`config.mk`:
```
export PLATFORM = sky130hd
export DESIGN_NAME = trdb_trace_ctrl
export DESIGN_NICKNAME = d
export VERILOG_FILES = /design/src/rtl/trdb_pkg.sv /design/src/rtl/trdb_resync_cnt.sv /design/src/rtl/trdb_trace_ctrl.sv
export SDC_FILE = /design/constraint.sdc
export NUM_CORES = 1
export LEC_CHECK = 0
export ABC_CLOCK_PERIOD_IN_PS = 3850
export BUFFER_PORTS_ARGS = -buffer_cell sky130_fd_sc_hd__buf_2
export CELL_PAD_IN_SITES_DETAIL_PLACEMENT = 0
export CELL_PAD_IN_SITES_GLOBAL_PLACEMENT = 1
export CORE_ASPECT_RATIO = 1.25
export CORE_UTILIZATION = 23
export DETAILED_ROUTE_END_ITERATION = 12
export HOLD_SLACK_MARGIN = 0.03
export PLACE_DENSITY_LB_ADDON = 0.2
export SKIP_CTS_REPAIR_TIMING = 1
export SKIP_LAST_GASP = 1
export SLEW_MARGIN = 40
export SYNTH_ARGS = -nofsm -noshare
export SYNTH_HDL_FRONTEND = slang
export SYNTH_SLANG_ARGS = --single-unit
```
`constraint.sdc`:
```
create_clock -name clk_i -period 3.85 [get_ports clk_i]
set_input_delay 0.77 -clock clk_i [delete_from_list [all_inputs] [get_ports clk_i]]
set_output_delay 0.77 -clock clk_i [all_outputs]
set_load 0.02 [all_outputs]
```
`src/rtl/trdb_pkg.sv`:
```
// Shared types for the trace debug controller: FSM states, packet request kinds
// and the registered output bundle.
package trdb_pkg;

    localparam int unsigned RESYNC_W_DEFAULT = 16;

    typedef enum logic [2:0] {
        OFF        = 3'd0,
        START_REQ  = 3'd1,
        ON         = 3'd2,
        RESYNC_REQ = 3'd3,
        STOP_REQ   = 3'd4
    } trace_state_e;

    typedef enum logic [1:0] {
        PKT_START  = 2'd0,
        PKT_STOP   = 2'd1,
        PKT_RESYNC = 2'd2
    } pkt_req_e;

    // Output bundle held in flops next to the state register
    typedef struct packed {
        logic     valid;
        pkt_req_e kind;
        logic     enable;
    } ctrl_out_t;

    // Moore decode of the outputs belonging to a given state
    function automatic ctrl_out_t decode_outputs(input trace_state_e st);
        ctrl_out_t o;
        o.valid  = 1'b0;
        o.kind   = PKT_START;
        o.enable = (st != OFF);
        case (st)
            START_REQ:  begin o.valid = 1'b1; o.kind = PKT_START;  end
            RESYNC_REQ: begin o.valid = 1'b1; o.kind = PKT_RESYNC; end
            STOP_REQ:   begin o.valid = 1'b1; o.kind = PKT_STOP;   end
            default:    ;
        endcase
        return o;
    endfunction

endpackage

```
`src/rtl/trdb_resync_cnt.sv`:
```
// Saturating retired-instruction counter used to pace resync packets.
module trdb_resync_cnt
    import trdb_pkg::*;
#(
    parameter int unsigned W = RESYNC_W_DEFAULT
) (
    input  logic         clk_i,
    input  logic         rst_ni,
    input  logic         clear,
    input  logic         inc,
    input  logic         hold,
    input  logic [W-1:0] max,
    output logic         ge_max_c
);

    logic [W-1:0] cnt_q;

    // Clear wins; otherwise count up unless held or already saturated
    always_ff @(posedge clk_i or negedge rst_ni) begin
        if (!rst_ni) begin
            cnt_q <= '0;
        end else if (clear) begin
            cnt_q <= '0;
        end else if (inc && !hold && (cnt_q != {W{1'b1}})) begin
            cnt_q <= cnt_q + W'(1);
        end
    end

    // A zero threshold disables resync entirely
    assign ge_max_c = (max != '0) && (cnt_q >= max);

endmodule

```
`src/rtl/trdb_trace_ctrl.sv`:
```
// Trace session sequencer: qualifies trace_enable and requests start, stop and
// periodic resync packets from the packet emitter over valid/ready.
module trdb_trace_ctrl
    import trdb_pkg::*;
#(
    parameter int unsigned RESYNC_W = RESYNC_W_DEFAULT
) (
    input  logic                clk_i,
    input  logic                rst_ni,
    input  logic                trace_activated_i,
    input  logic                trace_req_on_i,
    input  logic                trace_req_off_i,
    input  logic                inst_valid_i,
    input  logic [RESYNC_W-1:0] resync_max_i,
    input  logic                pkt_ready_i,
    output logic                pkt_req_valid_o,
    output logic [1:0]          pkt_req_type_o,
    output logic                trace_enable_o,
    output logic [2:0]          state_o
);

    trace_state_e state_q, state_d;
    logic         stop_pend_q, stop_pend_d;
    ctrl_out_t    out_q;
    logic         accept;
    logic         cnt_clear, cnt_inc, cnt_hold, ge_max_c;

    assign accept = out_q.valid && pkt_ready_i;

    trdb_resync_cnt #(
        .W (RESYNC_W)
    ) u_cnt (
        .clk_i    (clk_i),
        .rst_ni   (rst_ni),
        .clear    (cnt_clear),
        .inc      (cnt_inc),
        .hold     (cnt_hold),
        .max      (resync_max_i),
        .ge_max_c (ge_max_c)
    );

    // Next-state, pending-stop and counter control
    always_comb begin
        state_d     = state_q;
        stop_pend_d = stop_pend_q;
        cnt_clear   = 1'b0;
        cnt_inc     = 1'b0;
        cnt_hold    = 1'b0;
        if ((state_q != OFF) && !trace_activated_i) begin
            // Master enable dropped: abandon the session without a packet
            state_d     = OFF;
            stop_pend_d = 1'b0;
            cnt_clear   = 1'b1;
        end else begin
            case (state_q)
                OFF: begin
                    if (trace_activated_i && trace_req_on_i && !trace_req_off_i) begin
                        state_d = START_REQ;
                    end
                end
                START_REQ: begin
                    if (accept) begin
                        cnt_clear = 1'b1;
                        state_d   = stop_pend_q ? STOP_REQ : ON;
                    end else if (trace_req_off_i) begin
                        stop_pend_d = 1'b1;
                    end
                end
                ON: begin
                    cnt_inc = inst_valid_i;
                    if (trace_req_off_i) begin
                        state_d = STOP_REQ;
                    end else if (ge_max_c) begin
                        state_d = RESYNC_REQ;
                    end
                end
                RESYNC_REQ: begin
                    cnt_hold = 1'b1;
                    if (accept) begin
                        cnt_clear = 1'b1;
                        state_d   = (stop_pend_q || trace_req_off_i) ? STOP_REQ : ON;
                    end else if (trace_req_off_i) begin
                        stop_pend_d = 1'b1;
                    end
                end
                STOP_REQ: begin
                    if (accept) begin
                        state_d     = OFF;
                        stop_pend_d = 1'b0;
                    end
                end
                default: begin
                    state_d     = OFF;
                    stop_pend_d = 1'b0;
                    cnt_clear   = 1'b1;
                end
            endcase
        end
    end

    // State register with outputs registered alongside it
    always_ff @(posedge clk_i or negedge rst_ni) begin
        if (!rst_ni) begin
            state_q     <= OFF;
            stop_pend_q <= 1'b0;
            out_q       <= '0;
        end else begin
            state_q     <= state_d;
            stop_pend_q <= stop_pend_d;
            out_q       <= decode_outputs(state_d);
        end
    end

    assign pkt_req_valid_o = out_q.valid;
    assign pkt_req_type_o  = out_q.kind;
    assign trace_enable_o  = out_q.enable;
    assign state_o         = state_q;

endmodule

```
==> load_flow_metrics.sql <==
INSERT INTO impl_metrics (metric_group, metric, value, unit) VALUES
('status', 'run_status', 'finished clean', ''),
('routing', 'totalWireLength', '4.35', 'mm'),
('timing', 'report.final.hold_viol_count', '0', ''),
('timing', 'worst_pin_slew', '0.572', 'ns'),
('timing', 'timing.final.max_slew_violations', '0', ''),
('finish', 'post_route_cell_area', '2060', 'µm²'),
('clocking', 'cts.sink_count', '24', ''),
('worst_setup_path', 'timing.rr.start', 'u_cnt.cnt_q[13]', ''),
('synth', 'synth_top_cells_by_count', 'sky130_fd_sc_hd__dfrtp_1, sky130_fd_sc_hd__inv_1, sky130_fd_sc_hd__nand2_1, sky130_fd_sc_hd__ha_1, sky130_fd_sc_hd__nor2_1', ''),
('clocking', 'cts.root.buffer_cell', 'sky130_fd_sc_hd__clkbuf_8', ''),
('synth', 'yosysTopAreaCell', 'sky130_fd_sc_hd__dfrtp_1', ''),
('synth', 'synth_seq_cells', '24', ''),
('timing', 'worst_clk_skew', '0.00539', 'ns'),
('routing', 'drt_iter0_markers', '105', ''),
('timing', 'max-slew-margin-rel', '61.6', '%'),
('pwr', 'vdd.ir_drop.worst', '0.116', 'mV'),
('clocking', 'tritoncts.num_buffers', '3', ''),
('floorplanning', 'die_x', '80.2', 'µm'),
('routing', 'detailedRoute.firstPassIterationCount', '4', ''),
('grt', 'grt_pass1_vias', '1458', ''),
('pwr', 'power.density_cell_area', '263', 'nW/µm²'),
('grt', 'grt_overflow_total', '0', ''),
('routing', 'routed-via-count', '1460', ''),
('pwr', 'power_frac_clock', '41.5', '%'),
('clocking', 'clk_pin_slew_worst_paths', '0.09', 'ns'),
('routing', 'drc', '0', ''),
('synth', 'synth_enable_flop_cells', '0', ''),
('worst_setup_path', 'path_max_fanout', '4', ''),
('finish', 'antenna_cells', '0', ''),
('worst_setup_path', 'endpoint_kind', 'flip-flop', ''),
('timing', 'finalSetupViolCount', '0', ''),
('worst_setup_path', 'path_class', 'input port to flip-flop', ''),
('pwr', 'power.share.sequential', '48.3', '%'),
('floorplanning', 'num_rows', '35', ''),
('routing', 'detail_route.wl_per_cell', '13.8', 'µm'),
('pwr', 'leakagePower', '1.03', 'nW'),
('worst_setup_path', 'startpoint', 'resync_max_i[15]', ''),
('worst_setup_path', 'cp-start-kind', 'input port', ''),
('synth', 'synthesis.instances', '196', ''),
('synth', 'most_frequent_cell_after_synthesis', 'sky130_fd_sc_hd__dfrtp_1', ''),
('synth', 'async_flop_share', '100', '%'),
('synth', 'syn-cell-area', '1760', 'µm²'),
('finish', 'fillCellCount', '820', ''),
('worst_setup_path', 'worst_r2r_endpoint', 'pkt_req_type_o[1]', ''),
('routing', 'route.detailed.vias_per_inst', '4.62', ''),
('timing', 'post-route-worst-setup-slack', '1.48', 'ns'),
('floorplanning', 'design.die.area', '8000', 'µm²'),
('timing', 'setup_total_negative_slack', '0', 'ns'),
('pwr', 'power.switching', '123', 'µW'),
('pwr', 'netSwitchingFraction', '22.7', '%'),
('timing', 'period_needed', '2.37', 'ns'),
('pwr', 'pwr-share-comb', '10.2', '%'),
('worst_setup_path', 'timing.reg2reg.setup_slack', '1.64', 'ns'),
('grt', 'number_of_antenna_violations_at_the_first_check_in_global_routing', '0', ''),
('synth', 'yosys_warnings', '0', ''),
('timing', 'grt_setup_unrepaired', 'no', ''),
('pwr', 'power_report.internal_total', '419', 'µW'),
('synth', 'syn_area_per_cell', '8.98', 'µm²'),
('grt', 'grt_pass1_wl', '7.18', 'mm'),
('finish', 'areaGrowthSynthToFinish', '17.2', '%'),
('place', 'dp_worst_setup_slack', '1.17', 'ns'),
('finish', 'drive_above_1_share', '17.9', '%'),
('worst_setup_path', 'crit_path_end', 'pkt_req_type_o[1]', ''),
('clocking', 'ctsLongestPathBuffers', '2', ''),
('worst_setup_path', 'critPathRequiredTime', '4.06', 'ns'),
('place', 'gp_congestion', '0.732', ''),
('clocking', 'cts_tree', 'built', ''),
('place', 'placement.io_buffers', '29', ''),
('floorplanning', 'initial_util', '23.8', '%'),
('clocking', 'clk-insertion-delay-late', '0.27', 'ns'),
('floorplanning', 'core-area', '7400', 'µm²');
-- critical path, stage by stage --
cell and delay (ns):
sky130_fd_sc_hd__buf_2 0.09, sky130_fd_sc_hd__inv_1 0.04, sky130_fd_sc_hd__ha_1 0.31, sky130_fd_sc_hd__nand4_1 0.15, sky130_fd_sc_hd__or4_1 0.54, sky130_fd_sc_hd__o32a_1 0.35
sky130_fd_sc_hd__a21oi_4 0.18, sky130_fd_sc_hd__and2_1 0.14
-- per-layer routing --
metal  GRT usage, %  up-vias  share of wire, %
met1           15.3      671                46
met5              0        -                 0
met2           20.2       28                50
met4           4.12        0              0.92
met3           1.64        2               3.8
li1               -      759                 -
-- final cells by class --
type                    count  area, µm²  area share, %
flip-flops and latches     24        601           29.1
well taps                  92        115           5.58
clock inverters             1       30.0           1.46
multi-input cells         146       1050           50.8
clock buffers               3       41.3           2.00
repair buffers             30        153           7.40
inverters                  20       75.1           3.64
-- per-stage QoR --
step           util [%]  cells  power [mW]  hold slack, ns
6_report           27.9    316       0.543           0.480
5_1_grt            27.9    316       0.574           0.516
4_1_cts            27.9    316       0.554           0.508
3_5_place_dp       26.9    312       0.324           0.514
3_3_place_gp       26.9    312       0.324           0.509
2_1_floorplan         -    196       0.295           0.471
-- cells in the final DEF (no fill, tap or decap), drive strengths merged, types with 3 or more instances in the layout --
master   synthesis  layout
a2111oi          3       3
a211oi           6       6
a21oi           11      11
and3             5       5
buf              4      30
clkbuf           2       3
dfrtp           24      24
ha              17      17
inv             20      20
mux2i            4       4
nand2           18      18
nand2b           4       4
nand3           10      10
nand4            6       6
nor2            15      15
nor4             7       7
o21a             4       4
o21ai            6       6
xnor2           10      10
-- state kept, by name, indices dropped and copies added (netlist names) --
register	flops
u_cnt.cnt_q	16
state_o	3
pkt_req_type_o	2
pkt_req_valid_o	1
stop_pend_q	1
trace_enable_o	1
-- worst min-delay path by stage --
| stage | start | endpoint | slack (ns) |
|---|---|---|---|
| global placement | u_cnt.cnt_q[15] | u_cnt.cnt_q[15] | 0.51 |
| global route | rst_ni | u_cnt.cnt_q[3] | 0.52 |
| detailed placement | stop_pend_q | stop_pend_q | 0.51 |
| finish | rst_ni | u_cnt.cnt_q[8] | 0.48 |
| CTS | rst_ni | u_cnt.cnt_q[3] | 0.51 |
| floorplan | rst_ni | pkt_req_type_o[0] | 0.47 |
-- power by group through the flow --
stage               Sequential, mW  Combinational, mW  Clock (mW)
floorplan                    0.266             0.0286           0
global placement             0.267             0.0570           0
detailed placement           0.267             0.0570           0
CTS                          0.262             0.0573       0.235
global route                 0.263             0.0639       0.248
finish                       0.262             0.0553       0.225
-- cell families (layout without fill, tap and decap cells) --
kind of cell / Yosys count / after routing / share of synthesized area [%]
AOI/OAI and AO/OA: 38 / 38 / 16.5
xor gates and xnor gates: 10 / 10 / 4.98
adders and majority gates: 18 / 18 / 12.7
buffers and inverters: 26 / 54 / 6.33
DFF: 24 / 24 / 34.1
muxes: 5 / 5 / 2.92
and+or+nand+nor: 75 / 75 / 22.5
Power figures use the tool's default switching activity.
